### src/rtl/cache_ctrl_burst.sv
// cache_ctrl_burst
//   Sequences CPU read/write requests against a direct-mapped cache and a slow
//   main memory. Line fills are multi-word, memory wait states are counted
//   internally, and writes are always written through to memory.
//
//   Optional feature macro: CACHE_WRITE_ALLOCATE_EN
//     defined   - a write miss fills the line, writes the CPU word into the
//                 array, then writes through to memory.
//     undefined - a write miss goes straight to the memory write
//                 (no-write-allocate).
//
// Parameters
//   WAIT_CYCLES  memory wait states per word access (>= 1)
//   LINE_WORDS   words per cache line (power of 2, >= 1)
//   IDX_W        width of WordIdx
//
// Ports
//   clk      clock, rising edge
//   reset    synchronous active-high reset
//   Strobe   CPU request, sampled in IDLE only
//   DRW      CPU direction, 1 = read / 0 = write, sampled with Strobe
//   M, V     tag match / line valid, sampled in the CHK states
//   DReady   CPU transaction complete, one cycle per request
//   W        cache data array write enable
//   MStrobe  memory access start, one-cycle pulse per word
//   MRW      memory direction, 1 = read / 0 = write
//   RSel     CPU read mux, 0 = cache array / 1 = memory data register
//   WSel     array write mux, 0 = CPU data / 1 = memory data
//   WordIdx  word offset within the line during a fill
module cache_ctrl_burst #(
  parameter int WAIT_CYCLES = 4,
  parameter int LINE_WORDS  = 4,
  parameter int IDX_W       = (LINE_WORDS > 1) ? $clog2(LINE_WORDS) : 1
) (
  input  logic             clk,
  input  logic             reset,
  input  logic             Strobe,
  input  logic             DRW,
  input  logic             M,
  input  logic             V,
  output logic             DReady,
  output logic             W,
  output logic             MStrobe,
  output logic             MRW,
  output logic             RSel,
  output logic             WSel,
  output logic [IDX_W-1:0] WordIdx
);

  localparam int               CNT_W    = $clog2(WAIT_CYCLES + 1);
  localparam logic [CNT_W-1:0] WLOAD    = CNT_W'(WAIT_CYCLES - 1);
  localparam logic [IDX_W-1:0] LAST_IDX = IDX_W'(LINE_WORDS - 1);

  typedef enum logic [3:0] {
    IDLE, RD_CHK, RD_DONE, WR_CHK, WR_HIT, WR_REQ, WR_WAIT, WR_DONE,
    FILL_REQ, FILL_WAIT, FILL_WR
  } state_t;

  state_t           state;
  logic [CNT_W-1:0] wcnt;
  logic [IDX_W-1:0] word_idx;
  logic             op_wr;   // current fill is on behalf of a write
  logic             hit;

  assign hit     = M & V;
  assign WordIdx = word_idx;

  always_ff @(posedge clk) begin
    if (reset) begin
      state    <= IDLE;
      wcnt     <= '0;
      word_idx <= '0;
      op_wr    <= 1'b0;
    end else begin
      case (state)
        IDLE: begin
          if (Strobe) begin
            state <= DRW ? RD_CHK : WR_CHK;
`ifdef CACHE_WRITE_ALLOCATE_EN
            op_wr <= ~DRW;
`endif
          end
        end
        RD_CHK: begin
          if (hit) begin
            state <= IDLE;
          end else begin
            word_idx <= '0;
            state    <= FILL_REQ;
          end
        end
        FILL_REQ: begin
          wcnt  <= WLOAD;
          state <= FILL_WAIT;
        end
        // The cycle that sees wcnt==0 is the last wait cycle; holding at 0
        // keeps the counter from wrapping.
        FILL_WAIT: begin
          if (wcnt == '0) state <= FILL_WR;
          else            wcnt  <= wcnt - 1'b1;
        end
        FILL_WR: begin
          if (word_idx == LAST_IDX) begin
            word_idx <= '0;
            state    <= op_wr ? WR_HIT : RD_DONE;
          end else begin
            word_idx <= word_idx + 1'b1;
            state    <= FILL_REQ;
          end
        end
        RD_DONE: state <= IDLE;
        WR_CHK: begin
          if (hit) begin
            state <= WR_REQ;
          end else begin
`ifdef CACHE_WRITE_ALLOCATE_EN
            word_idx <= '0;
            state    <= FILL_REQ;
`else
            state    <= WR_REQ;
`endif
          end
        end
        WR_HIT: state <= WR_REQ;
        WR_REQ: begin
          wcnt  <= WLOAD;
          state <= WR_WAIT;
        end
        WR_WAIT: begin
          if (wcnt == '0) state <= WR_DONE;
          else            wcnt  <= wcnt - 1'b1;
        end
        WR_DONE: state <= IDLE;
        default: state <= IDLE;
      endcase
    end
  end

  // Moore decode; only the CHK states look at the live M&V.
  always_comb begin
    DReady  = 1'b0;
    W       = 1'b0;
    MStrobe = 1'b0;
    MRW     = 1'b0;
    RSel    = 1'b0;
    WSel    = 1'b0;
    case (state)
      RD_CHK:    DReady = hit;
      FILL_REQ:  begin MStrobe = 1'b1; MRW = 1'b1; end
      FILL_WAIT: MRW = 1'b1;
      FILL_WR:   begin W = 1'b1; WSel = 1'b1; end
      RD_DONE:   begin DReady = 1'b1; RSel = 1'b1; end
      WR_CHK:    W = hit;
      WR_HIT:    W = 1'b1;
      WR_REQ:    MStrobe = 1'b1;
      WR_DONE:   DReady = 1'b1;
      default:   ;
    endcase
  end

endmodule

### config.mk
export PLATFORM = sky130hd
export DESIGN_NAME = cache_ctrl_burst
export DESIGN_NICKNAME = d
export VERILOG_FILES = /design/src/rtl/cache_ctrl_burst.sv
export SDC_FILE = /design/constraint.sdc
export NUM_CORES = 1
export LEC_CHECK = 0
export CAP_MARGIN = 25
export CORE_MARGIN = 2
export CORE_UTILIZATION = 35
export DETAILED_ROUTE_END_ITERATION = 10
export MAX_ROUTING_LAYER = met4
export PLACE_DENSITY = 0.54
export RECOVER_POWER = 100
export SYNTH_ARGS = -nofsm -noshare
export SYNTH_HDL_FRONTEND = slang
export SYNTH_SLANG_ARGS = --single-unit
export TNS_END_PERCENT = 20
### constraint.sdc
create_clock -name clk -period 2.3 [get_ports clk]
set_input_delay 0.46 -clock clk [delete_from_list [all_inputs] [get_ports clk]]
set_output_delay 0.46 -clock clk [all_outputs]
set_load 0.05 [all_outputs]
==> results of run 1 <==
-- cells by family after synthesis --
family,Yosys count,share of synthesized area [%]
xor gates and xnor gates,4,4.97
buffers and inverters,12,8.35
DFF,9,25.6
adders and majority gates,3,5.33
AOI/OAI and AO/OA,24,24.3
and+or+nand+nor,36,31.4
-- per-layer routing --
layer / vias to the layer above / global-route usage, %
li1: 351 / -
met1: 305 / 20.1
met3: 0 / 3.99
met4: 0 / 1.43
met2: 15 / 19.4
met5: - / -
-- layout by cell type (no fill, tap or decap), drive strengths merged, types with 3 or more instances in the layout --
cell type and count:
dfxtp 9, clkbuf 9, nor2 7, nor3 6, nand2 5, nand3b 5, clkdlybuf4s50 5, a21oi 5
buf 5, inv 4, o21ai 4, o31ai 3, xor2 3, ha 3, nor3b 3
-- registers in the layout, indices dropped and copies added, names as in the netlist --
register  cells
wcnt          3
state         4
WordIdx       2
-- where the power goes --
part / internal [mW] / total, mW / switching, mW
logic: 0.153 / 0.365 / 0.212
clock network: 0.0668 / 0.121 / 0.0538
registers: 0.181 / 0.230 / 0.0490
-- layout make-up --
type                            count  area share [%]
Clock buffer                        4            2.98
Multi-Input combinational cell     67            52.1
Timing Repair Buffer               18            19.0
Inverter                            4            1.70
Tap cell                           27            3.83
Sequential cell                     9            20.4
-- worst min path at each step --
stage	endpoint	start	cells after the start
after floorplan	wcnt[0]$_SDFFE_PP0P_	wcnt[0]$_SDFFE_PP0P_	1
after global placement	wcnt[0]$_SDFFE_PP0P_	wcnt[0]$_SDFFE_PP0P_	1
after detailed placement	wcnt[0]$_SDFFE_PP0P_	wcnt[0]$_SDFFE_PP0P_	1
after CTS	wcnt[0]$_SDFFE_PP0P_	wcnt[0]$_SDFFE_PP0P_	1
after global routing	wcnt[0]$_SDFFE_PP0P_	wcnt[0]$_SDFFE_PP0P_	1
final	wcnt[0]$_SDFFE_PP0P_	wcnt[0]$_SDFFE_PP0P_	1
-- per-stage QoR --
step                hold slack, ps  power [mW]  cell area [um^2]  cells
finish                         476       0.716               882    129
global route                   493       0.769               882    129
CTS                            478       0.766               936    129
detailed placement             453       0.642               910    125
global placement               456       0.640               910    125
floorplan                      443       0.512               704     88
-- worst register-to-register path: cells and delay by family, from the launching register on --
family          cells  cell delay [ps]
compound gates      2              540
buf+inv             1              300
flops               1              600
simple gates        1              280
==> results.tsv, run 1 <==
metric	value	unit
yosys_most_used_dff	dfxtp_1	
wl_met2	680	um
hold_buffers	0	
place_congestion	0.732	
clk_path_buf_depth	2	
via_per_inst	5.20	
synthDominantCellAreaShare	25.6	%
final_hold_viol_count	0	
path_cells	clkdlybuf4s50_1, nand2_1, nor3b_1, nor2_1, o22ai_1, buf_12	
cp.required	1840	ps
cts_setup_buffers	0	
grt_pass1_vias	552	
yosys.area.top_type	dfxtp_1	
grt_max_degree	15	
timing.final.max_slew_violations	0	
layout-drive-gt1-share	13.7	%
syn_inst	88	
end_kind	output pin	
cts.sinks	9	
cpMaxStageDelayCell	clkdlybuf4s50_1	
synth_area_per_cell	8.00	um^2
fin_skew	4.02	ps
clock.fmax	462	MHz
rr_endpoint	wcnt[0]$_SDFFE_PP0P_	
worst-path-buf-inv	2	
cap_violations	0	
critPathLaunchType	input pin	
wirelength	1.52	mm
r2r_start	state[0]$_SDFFE_PP0P_	
cp-startpoint	M	
firstDrtPassIters	4	
cts_max_level	1	
hpwlAfterDp	1.13	mm
synth.distinct_cells	36	
grt.overflow.total	0	
worst_slew_pin_slew	595	ps
crit_fanout	3	
core_area	1920	um^2
leakagePower	0.352	nW
cpPeakStageDelay	470	ps
dieArea	2390	um^2
maxUsedRoutingLayer	met3	
ys_warn_count	0	
min_path_type	register to register	
initial_core_util	36.7	%
cts.clk_slew.worst_paths	60	ps
synthArstFlopShare	0	%
synthTopCellsByCount	9 x dfxtp_1, 7 x nor2_1, 6 x nor3_1	
rsz0062_at_grt	false	
synth_most_common_cell	dfxtp_1	
ys_seq_area_share	25.6	%
multi_input_area	459	um^2
netlist_top_cells_area	dfxtp_1 26%, ha_1 5.3%, nand3b_1 5.3%, nor3_1 4.3%, nor2_1 3.7%	
cp-endpoint	W	
met3_length	77	um
drc	0	
row_count	16	
ant_nets	0	
crit_cells	6	
syn_nets	97	
status	finished clean	
synth_edf_count	0	
io_pins	14	
grt_util_all_layers	13.8	%
area_delta_synth_final	25.2	%
grt_pass1_wl	2.62	mm
synthesis.area	704	um^2
reg2reg_slack	500	ps
slew_headroom	60.5	%
via_count	671	
register_area	180	um^2
antennaDiodeCount	0	
fin_tns_setup	0	ps
vdd_drop_max	0.419	mV
drt_iter0_markers	19	
die_height	48.9	um
nNetsFinal	112	
fin_crit_sh	94.0	%
crit_type	input pin to output pin	
clock_latency	260	ps
cts_tree	yes	
pwr_density_cell	811	nW/um^2
wl_met1	761	um
reg2reg_depth	4	
clockRootBuffer	clkbuf_4	
ctsResizeCount	0	
critical_path_arrival	1700	ps
cts_buffers	3	
utilization	45.9	%
io_buffers	13	
dp_slack	146	ps
min_period	2160	ps
die_width	48.9	um
synth_seq_cells	9	
avgRoutedWirePerCell	11.8	um
setup_ws	137	ps
fillers	212	
grt_antenna_before_repair	0	
finalSetupViolCount	0	
crit_family	buffers and inverters	
Note: power is estimated with default switching activity, not from simulation.
==> run 2: changes to the inputs <==
Settings changed: CAP_MARGIN 25 to unset.
==> results of run 2 <==
No change in the layout: final DEF, timing and power equal those of run 1.
==> run 3: changes to the inputs <==
Settings changed: CORE_UTILIZATION 35 to 51, CTS_CLUSTER_DIAMETER set to 200, PLACE_DENSITY 0.54 to 0.75.
==> run 3 against run 2 <==
Cell count fell by 8.5%. Critical path depth fell by 3. Core utilization rose by 22 points. Die area fell by 29%. Clock power rose by 7%. Sequential cell count did not move. Power rose by 3.8%. Clock skew rose by 1.3 ps.
==> results.tsv, run 3 (same netlist as run 1, synthesis figures left out) <==
metric	value	unit	change
status	finished clean		unchanged
grt.overflow.total	0		unchanged
avgRoutedWirePerCell	13.7	um	was 11.8 um
worstHoldStart	wcnt[0]$_SDFFE_PP0P_		unchanged
hold_buffers	0		unchanged
pwr-share-clk	17.4	%	was 16.8%
drc	0		unchanged
core_area	1300	um^2	was 1920 um^2
grt_max_degree	22		was 15
min_period	2180	ps	was 2160 ps
drt_iter0_markers	5		was 19
clk_path_buf_depth	2		unchanged
intPower	411	uW	was 401 uW
finalSetupViolCount	0		unchanged
wirelength	1.61	mm	was 1.52 mm
nNetsFinal	113		was 112
grt_pass1_wl	2.56	mm	was 2.62 mm
end_kind	output pin		unchanged
ctsResizeCount	0		unchanged
fin_tns_setup	0	ps	unchanged
via_per_inst	5.80		was 5.20
leakagePower	0.350	nW	was 0.352 nW
cpMaxStageDelayCell	dfxtp_1		was clkdlybuf4s50_1
grt_util_all_layers	25.3	%	was 13.8%
crit_fanout	10		was 3
p_sw	332	uW	was 315 uW
firstDrtPassIters	4		unchanged
cts_max_level	1		unchanged
ant_nets	0		unchanged
cpPeakStageDelay	500	ps	was 470 ps
wl_met1	718	um	was 761 um
final_common_cell	dfxtp_1		unchanged
grt_pass1_vias	607		was 552
rr_endpoint	wcnt[1]$_SDFFE_PP0P_		was wcnt[0]$_SDFFE_PP0P_
initial_core_util	54.1	%	was 36.7%
pwr_density_cell	845	nW/um^2	was 811 nW/um^2
cap_violations	0		unchanged
wl_met2	784	um	was 680 um
reg2reg_slack	470	ps	was 500 ps
cts_buffers	3		unchanged
io_buffers	13		unchanged
dieArea	1690	um^2	was 2390 um^2
dp_slack	141	ps	was 146 ps
antennaDiodeCount	0		unchanged
final_hold_viol_count	0		unchanged
maxUsedRoutingLayer	met4		was met3
instances_no_fill	118		was 129
clock.fmax	460	MHz	was 462 MHz
setup_ws	125	ps	was 137 ps
critPathLaunchType	register		was input pin
vdd_drop_max	0.421	mV	was 0.419 mV
timing.final.max_slew_violations	0		unchanged
hold_slack	468	ps	was 476 ps
placed_cells	114		was 125
path_cells	or3b_1, a21oi_2, clkbuf_2		was clkdlybuf4s50_1, nand2_1, nor3b_1, nor2_1, o22ai_1, buf_12
hold_end	wcnt[0]$_SDFFE_PP0P_		unchanged
worst_slew_pin_slew	505	ps	was 595 ps
fin_skew	5.34	ps	was 4.02 ps
layout-drive-gt1-share	18.4	%	was 13.7%
largest_reg_flops	4		unchanged
hold_depth	1		unchanged
hpwlAfterDp	1.18	mm	was 1.13 mm
combPwrFrac	50.3	%	was 51.0%
rsz0062_at_grt	false		unchanged
met3_length	74	um	was 77 um
r2r_start	state[1]$_SDFFE_PP0P_		was state[0]$_SDFFE_PP0P_
crit_type	register to output pin		was input pin to output pin
area_delta_synth_final	24.9	%	was 25.2%
slew_headroom	66.2	%	was 60.5%
grt_antenna_before_repair	0		unchanged
io_pins	14		unchanged
fin_crit_sh	94.6	%	was 94.0%
swShare	44.7	%	was 44.0%
cts_tree	yes		unchanged
top_register	state		unchanged
reg2reg_depth	5		was 4
layout_common_cells	8 x dfxtp_1, 7 x nor2_1, 6 x nor3_1, 6 x buf_4		was 9 x dfxtp_1, 7 x nor2_1, 6 x nor3_1
clock_latency	270	ps	was 260 ps
place_congestion	0.822		was 0.732
min_path_type	register to register		unchanged
cp.required	1840	ps	about the same
seq_power_share	32.3	%	was 32.1%
die_height	41.2	um	was 48.9 um
row_count	13		was 16
clockRootBuffer	clkbuf_4		unchanged
cts_setup_buffers	0		unchanged
cts.clk_slew.worst_paths	60	ps	about the same
cts.sinks	9		unchanged
critical_path_arrival	1720	ps	was 1700 ps
via_count	684		was 671
die_width	41.2	um	was 48.9 um
-- run 3: area by class of cell --
cell class | count | area [um^2]
well taps | 15 | 18.8
inverters | 4 | 15.0
repair buffers | 19 | 174
fillers | 129 | 422
flip-flops and latches | 9 | 181
clock buffers | 4 | 26.3
multi-input cells | 67 | 464
-- run 3: metrics by stage --
step	utilization (%)	area, um^2	total power [mW]
floorplan	-	704	0.512
global placement	68.4	890	0.626
detailed placement	68.4	890	0.639
CTS	70.4	916	0.769
global route	67.6	880	0.799
finish	67.6	880	0.743
-- run 3: power by group through the flow --
stage               Sequential, mW  Combinational [mW]  Clock [mW]
global placement             0.240               0.386           0
floorplan                    0.200               0.312           0
CTS                          0.237               0.400       0.131
global route                 0.249               0.410       0.141
detailed placement           0.240               0.399           0
finish                       0.240               0.374       0.129
-- run 3: per-layer routing --
layer  global-route usage [%]  up-vias
li1                         -      351
met1                     26.4      319
met2                     40.6       10
met3                     11.4        4
met4                     11.3        0
met5                        -        -
-- run 3: worst max-delay path by stage --
stage / startpoint / to / slack [ps] / depth (start not counted)
final: state[3]$_SDFFE_PP0P_ / MStrobe / 120 / 3
after floorplan: state[2]$_SDFFE_PP0P_ / RSel / 10 / 4
after global routing: M / W / 5 / 6
after global placement: M / W / 160 / 6
after CTS: state[0]$_SDFFE_PP0P_ / W / 130 / 4
after detailed placement: V / W / 140 / 6
-- run 3: critical path, delay by kind of cell, from the launching register on --
kind,cells,cell delay [ps]
AOI/OAI and AO/OA,1,220
and+or+nand+nor,1,400
DFF,1,500
buffers and inverters,1,310
